===== config.mk =====
export PLATFORM = sky130hd
export DESIGN_NAME = vx_task_warp_sched
export DESIGN_NICKNAME = d
export VERILOG_FILES = /design/src/rtl/vx_task_warp_sched.sv
export SDC_FILE = /design/constraint.sdc
export NUM_CORES = 1
export LEC_CHECK = 0
export BUFFER_PORTS_ARGS = -buffer_cell sky130_fd_sc_hd__buf_2
export CORE_ASPECT_RATIO = 0.6
export CORE_MARGIN = 1.5
export CORE_UTILIZATION = 40
export DETAILED_ROUTE_END_ITERATION = 10
export SYNTH_ARGS = -nofsm -noshare
export SYNTH_HDL_FRONTEND = slang
export SYNTH_SLANG_ARGS = --single-unit

===== constraint.sdc =====
create_clock -name clk -period 2.81 [get_ports clk]
set_input_delay 0.4215 -clock clk [delete_from_list [all_inputs] [get_ports clk]]
set_output_delay 0.4215 -clock clk [all_outputs]
set_load 0.01 [all_outputs]

===== src/rtl/vx_task_warp_sched.sv =====
// Warp allocator for extended warp spawn: scans the free bitmap, reserves warps for a task and holds the grant.
// Optional macro TASK_SCHED_PERF_EN adds perf_grants / perf_wait_cycles / perf_partial counters.
module vx_task_warp_sched #(
  parameter int unsigned NUM_WARPS = 8,
  parameter logic [NUM_WARPS-1:0] RESET_BUSY_MASK = NUM_WARPS'(1),
  localparam int unsigned NW_WIDTH = (NUM_WARPS > 1) ? $clog2(NUM_WARPS) : 1,
  localparam int unsigned CNTW = $clog2(NUM_WARPS + 1)
) (
  input  logic                 clk,
  input  logic                 reset,
  input  logic                 req_valid,
  output logic                 req_ready,
  input  logic [NW_WIDTH-1:0]  req_wid,
  input  logic [CNTW-1:0]      req_count,
  output logic                 grant_valid,
  input  logic                 grant_ack,
  output logic [NUM_WARPS-1:0] task_warp_mask,
  output logic [CNTW-1:0]      grant_count,
  input  logic                 release_valid,
  input  logic [NUM_WARPS-1:0] release_wmask,
  output logic [CNTW-1:0]      free_count
`ifdef TASK_SCHED_PERF_EN
  ,
  output logic [31:0]          perf_grants,
  output logic [31:0]          perf_wait_cycles,
  output logic [31:0]          perf_partial
`endif
);

  typedef enum logic [1:0] {
    ST_IDLE  = 2'd0,
    ST_SCAN  = 2'd1,
    ST_GRANT = 2'd2,
    ST_WAIT  = 2'd3
  } state_e;

  function automatic logic [CNTW-1:0] popcnt(input logic [NUM_WARPS-1:0] v);
    logic [CNTW-1:0] n;
    n = '0;
    for (int unsigned i = 0; i < NUM_WARPS; i++) n = n + CNTW'(v[i]);
    return n;
  endfunction

  state_e                state_q, state_d;
  logic [NW_WIDTH-1:0]   wid_q, wid_d;
  logic [CNTW-1:0]       count_q, count_d;
  logic [NW_WIDTH-1:0]   ptr_q, ptr_d;
  logic [CNTW-1:0]       picked_q, picked_d;
  logic [NUM_WARPS-1:0]  mask_q, mask_d;
  logic [NUM_WARPS-1:0]  free_q, free_d;
  logic [CNTW-1:0]       free_count_q, free_count_d;

  logic [NUM_WARPS-1:0]  wid_onehot, ptr_onehot, wid_guard, release_eff, pick_bit;
  logic [CNTW-1:0]       picked_inc, count_clamped;

  always_comb begin
    state_d      = state_q;
    wid_d        = wid_q;
    count_d      = count_q;
    ptr_d        = ptr_q;
    picked_d     = picked_q;
    mask_d       = mask_q;
    pick_bit     = '0;
    picked_inc   = picked_q;
    wid_onehot   = '0;
    ptr_onehot   = '0;
    for (int unsigned i = 0; i < NUM_WARPS; i++) begin
      wid_onehot[i] = (wid_q == NW_WIDTH'(i));
      ptr_onehot[i] = (ptr_q == NW_WIDTH'(i));
    end
    // The latched requester is only protected while a request is in flight
    wid_guard     = (state_q != ST_IDLE) ? wid_onehot : '0;
    release_eff   = release_valid ? (release_wmask & ~mask_q & ~wid_guard) : '0;
    count_clamped = (req_count > CNTW'(NUM_WARPS - 1)) ? CNTW'(NUM_WARPS - 1) : req_count;

    case (state_q)
      ST_IDLE: begin
        if (req_valid) begin
          wid_d    = req_wid;
          count_d  = count_clamped;
          ptr_d    = '0;
          picked_d = '0;
          mask_d   = '0;
          state_d  = (count_clamped == '0) ? ST_GRANT : ST_SCAN;
        end
      end
      ST_SCAN: begin
        if (free_q[ptr_q] && (ptr_q != wid_q)) begin
          pick_bit   = ptr_onehot;
          picked_inc = picked_q + CNTW'(1);
        end
        picked_d = picked_inc;
        mask_d   = mask_q | pick_bit;
        if ((picked_inc == count_q) || (ptr_q == NW_WIDTH'(NUM_WARPS - 1))) begin
          state_d = (picked_inc != '0) ? ST_GRANT : ST_WAIT;
        end else begin
          ptr_d = ptr_q + NW_WIDTH'(1);
        end
      end
      ST_WAIT: begin
        if (release_valid) begin
          state_d = ST_SCAN;
          ptr_d   = '0;
        end
      end
      ST_GRANT: begin
        if (grant_ack) begin
          state_d  = ST_IDLE;
          mask_d   = '0;
          picked_d = '0;
        end
      end
      default: state_d = ST_IDLE;
    endcase

    // Reservation wins over a same-cycle release of the same bit
    free_d       = (free_q | release_eff) & ~pick_bit;
    free_count_d = popcnt(free_q);
  end

  always_ff @(posedge clk) begin
    if (!reset) begin
      state_q      <= ST_IDLE;
      wid_q        <= '0;
      count_q      <= '0;
      ptr_q        <= '0;
      picked_q     <= '0;
      mask_q       <= '0;
      free_q       <= ~RESET_BUSY_MASK;
      free_count_q <= popcnt(~RESET_BUSY_MASK);
    end else begin
      state_q      <= state_d;
      wid_q        <= wid_d;
      count_q      <= count_d;
      ptr_q        <= ptr_d;
      picked_q     <= picked_d;
      mask_q       <= mask_d;
      free_q       <= free_d;
      free_count_q <= free_count_d;
    end
  end

  assign req_ready      = (state_q == ST_IDLE);
  assign grant_valid    = (state_q == ST_GRANT);
  assign task_warp_mask = mask_q;
  assign grant_count    = picked_q;
  assign free_count     = free_count_q;

  release_of_busy_warp : assert property (@(posedge clk) disable iff (!reset)
    release_valid |-> ((release_wmask & (mask_q | wid_guard)) == '0));

`ifdef TASK_SCHED_PERF_EN
  logic [31:0] perf_grants_q, perf_grants_d;
  logic [31:0] perf_wait_q, perf_wait_d;
  logic [31:0] perf_partial_q, perf_partial_d;

  always_comb begin
    perf_grants_d  = perf_grants_q;
    perf_wait_d    = perf_wait_q;
    perf_partial_d = perf_partial_q;
    if ((state_q == ST_GRANT) && grant_ack) begin
      perf_grants_d = perf_grants_q + 32'd1;
      if (picked_q < count_q) perf_partial_d = perf_partial_q + 32'd1;
    end
    if (state_q == ST_WAIT) perf_wait_d = perf_wait_q + 32'd1;
  end

  always_ff @(posedge clk) begin
    if (!reset) begin
      perf_grants_q  <= '0;
      perf_wait_q    <= '0;
      perf_partial_q <= '0;
    end else begin
      perf_grants_q  <= perf_grants_d;
      perf_wait_q    <= perf_wait_d;
      perf_partial_q <= perf_partial_d;
    end
  end

  assign perf_grants      = perf_grants_q;
  assign perf_wait_cycles = perf_wait_q;
  assign perf_partial     = perf_partial_q;
`endif

endmodule


==> results.yml <==
status:
  status: "completed"
place:
  portBuffers: 37
  dp_hpwl_mm: 4.25
  place_congestion: 0.881
  dp_cells: 355
yosys:
  synth_top_family_by_area: "simple AND/OR/NAND/NOR gates"
  synth_nets: 290
  synthXorXnorAreaFrac_pct: 4.43
  synthCells: 256
  yosys-mux-area-fraction_pct: 8.34
  synth_ff_type: "dfxtp_1"
  synth-seq-cells: 36
  syn_area_per_cell_um2: 8.50
  async_reset_ff_share_pct: 0
  yosys_warnings: 0
  synth_compound_area_share_pct: 16.9
  yosys.area_share.simple_pct: 21.9
  syn_area_um2: 2180
  synth_edf_count: 0
  seq_area_frac_synth_pct: 33.1
  synth.distinct_cells: 45
  synth_fa_ha_area_share_pct: 9.43
timing:
  hold_violations: 0
  final_max_slew_viol_count: 0
  setup_violations: 0
  rsz0062_at_grt: "true"
  fin_worst_skew_ps: 5.37
  tightestPinTransition_ps: 589
  layout_min_cycle_time_ps: 2800
  relSlewSlack_pct: 60.7
  post-route-period-util_pct: 99.5
  hold-worst-slack_ps: 356
  clock.fmax_mhz: 358
detailed_routing:
  drcViolationCount: 0
  wl_per_cell_um: 15.3
  dr.pass1.iters: 4
  via_per_inst: 5.35
  drt-initial-drc-count: 139
  finalWirelength_mm: 5.61
  route.vias.total: 1959
  ant_nets: 0
layout:
  synthToLayoutAreaGrowth_pct: 18.2
  drive_gt1_share_pct: 26.7
  layout_commonest_cell: "buf_2"
  multi_input_area_um2: 1330
  final_core_util_pct: 49.9
  diodes: 0
  final_nets: 333
  regArea_um2: 723
  n_fill_cell: 493
  final_cell_mix: "buf_2, dfxtp_1, nand2_1"
  layout.cells.non_filler: 366
power:
  p_per_area_nw_per_um2: 735
  ir_drop_mv: 0.350
  static-leakage-power_uw: 0.00113
critical_path:
  worst-endpoint-arrival_ps: 2970
  start_kind: "flop"
  r2r-start: "free_q[3]"
  end_kind: "flop"
  reg2regPathDepth: 9
  cp_max_fo: 3
  r2r_end: "free_count[1]"
  crit_type: "flop to flop"
  worstPathRequired_ps: 2990
  regToRegSetupSlack_ps: 10
grt:
  grt_max_degree: 21
  grt_pass1_vias: 1738
  grt_use_total_pct: 20.2
  grt_overflow_total: 0
  antenna_found_initial: 0
  grt_pass1_wl_mm: 9.07
clocking:
  root_buffer: "clkbuf_8"
  cts_num_sinks: 36
  htreeDepth: 2
  cts_hold_buffers: 0
  clkLatencyLatePin_ps: 290
  cts_inserted_buffers: 5
  clk_pin_slew_worst_paths_ps: 80
  tritoncts: "built"
  clock_path_buffers: 2
die:
  start_util_pct: 42.2
  num_rows: 20
  top_level_ports: 38
  die-area_um2: 5910
  core_um2: 5150
  die_h_um: 60.1
  die_x_um: 98.2
min_path:
  hold_path_class: "input pin to flop"
  hold_end: "wid_q[0]"
  holdCritStartpoint: "req_wid[0]"
  holdPathStages: 3
job:
  max-cap-violations: 0
## Yosys cell counts (2+ instances only)
library cell,number,area (µm²)
nand3_1,2,10.0
a31oi_1,5,31.3
xor2_1,9,78.8
a21o_1,2,15.0
o2bb2ai_1,2,17.5
mux4_2,2,45.0
o21ai_0,10,50.1
inv_1,18,67.6
ha_1,10,125
xnor2_1,2,17.5
and3_2,5,37.5
dfxtp_1,36,721
nor2_1,27,101
and3_1,2,12.5
a31o_2,2,17.5
a21oi_1,13,65.1
and2_1,2,12.5
a311oi_1,5,43.8
nand2_1,32,120
mux2i_1,8,80.1
clkbuf_1,6,22.5
or3_1,2,12.5
buf_6,2,22.5
nand2b_1,4,25.0
nor2b_1,6,37.5
nor3_2,2,20.0
a211oi_1,9,67.6
nor3_1,7,35.0
fa_1,4,80.1
mux2_2,5,56.3
## final cells by class
class                   instances  share of cell area [%]
multi-input cells             191                    51.8
flip-flops and latches         36                    28.1
clock buffers                   6                    2.82
repair buffers                 47                    10.1
inverters                      18                    2.63
clock inverters                 2                    1.36
well taps                      66                    3.21
## report_power, final
part	leakage (µW)	total [µW]	switching, µW	internal, µW
clock network	0.0000552	460	197	263
registers	0.000292	666	100	566
logic	0.000781	764	446	317
## per-layer routing
metal,track usage (%),wire length (µm),vias to the layer above
li1,-,-,984
met1,32.7,3110,885
met2,24.7,1940,83
met3,4.68,493,7
met4,6.64,65,0
met5,0,0,-
## worst max-delay path, stage by stage, from the launching register on
cell     delay [ps]
dfxtp_2         360
inv_2            40
fa_1            490
fa_1            530
fa_1            410
inv_1            70
ha_2            180
inv_2            40
fa_2            500
nand2_1          40
## logic make-up after synthesis
kind of cell | after synthesis
adders and majority gates | 14
DFF | 36
AOI/OAI and AO/OA | 54
and+or+nand+nor | 97
xor gates and xnor gates | 11
muxes | 15
buffers and inverters | 29
## flip-flops by register name (all words and copies together) (netlist names)
register	flops
free_q	8
grant_count	4
free_count	4
wid_q	3
state_q	2
ptr_q	3
task_warp_mask	8
count_q	4
## per-stage QoR
stage / setup WS, ps / TNS [ps] / power, µW / instance area (µm²)
CTS: 11.0 / 0 / 1880 / 2540
floorplan: 115 / 0 / 1210 / 2180
global placement: 92.1 / 0 / 1420 / 2430
finish: 15.0 / 0 / 1890 / 2570
detailed placement: 8.30 / 0 / 1420 / 2430
global route: -97.1 / -191 / 2010 / 2570
## what timing repair did
action | 4_1_cts | 5_1_grt
setup endpoints to repair | 0 | 2
gates resized for setup | 0 | 7
setup buffers | 0 | 3
## worst max-delay path by stage
stage | startpoint | end | cells after the start
floorplan | free_q[0] | free_count[2] | 10
global placement | free_q[1] | free_count[2] | 10
detailed placement | free_q[1] | free_count[2] | 10
CTS | free_q[1] | free_count[2] | 10
global route | free_q[3] | free_count[2] | 10
finish | free_q[3] | free_count[1] | 9
Power figures use the tool's default switching activity.
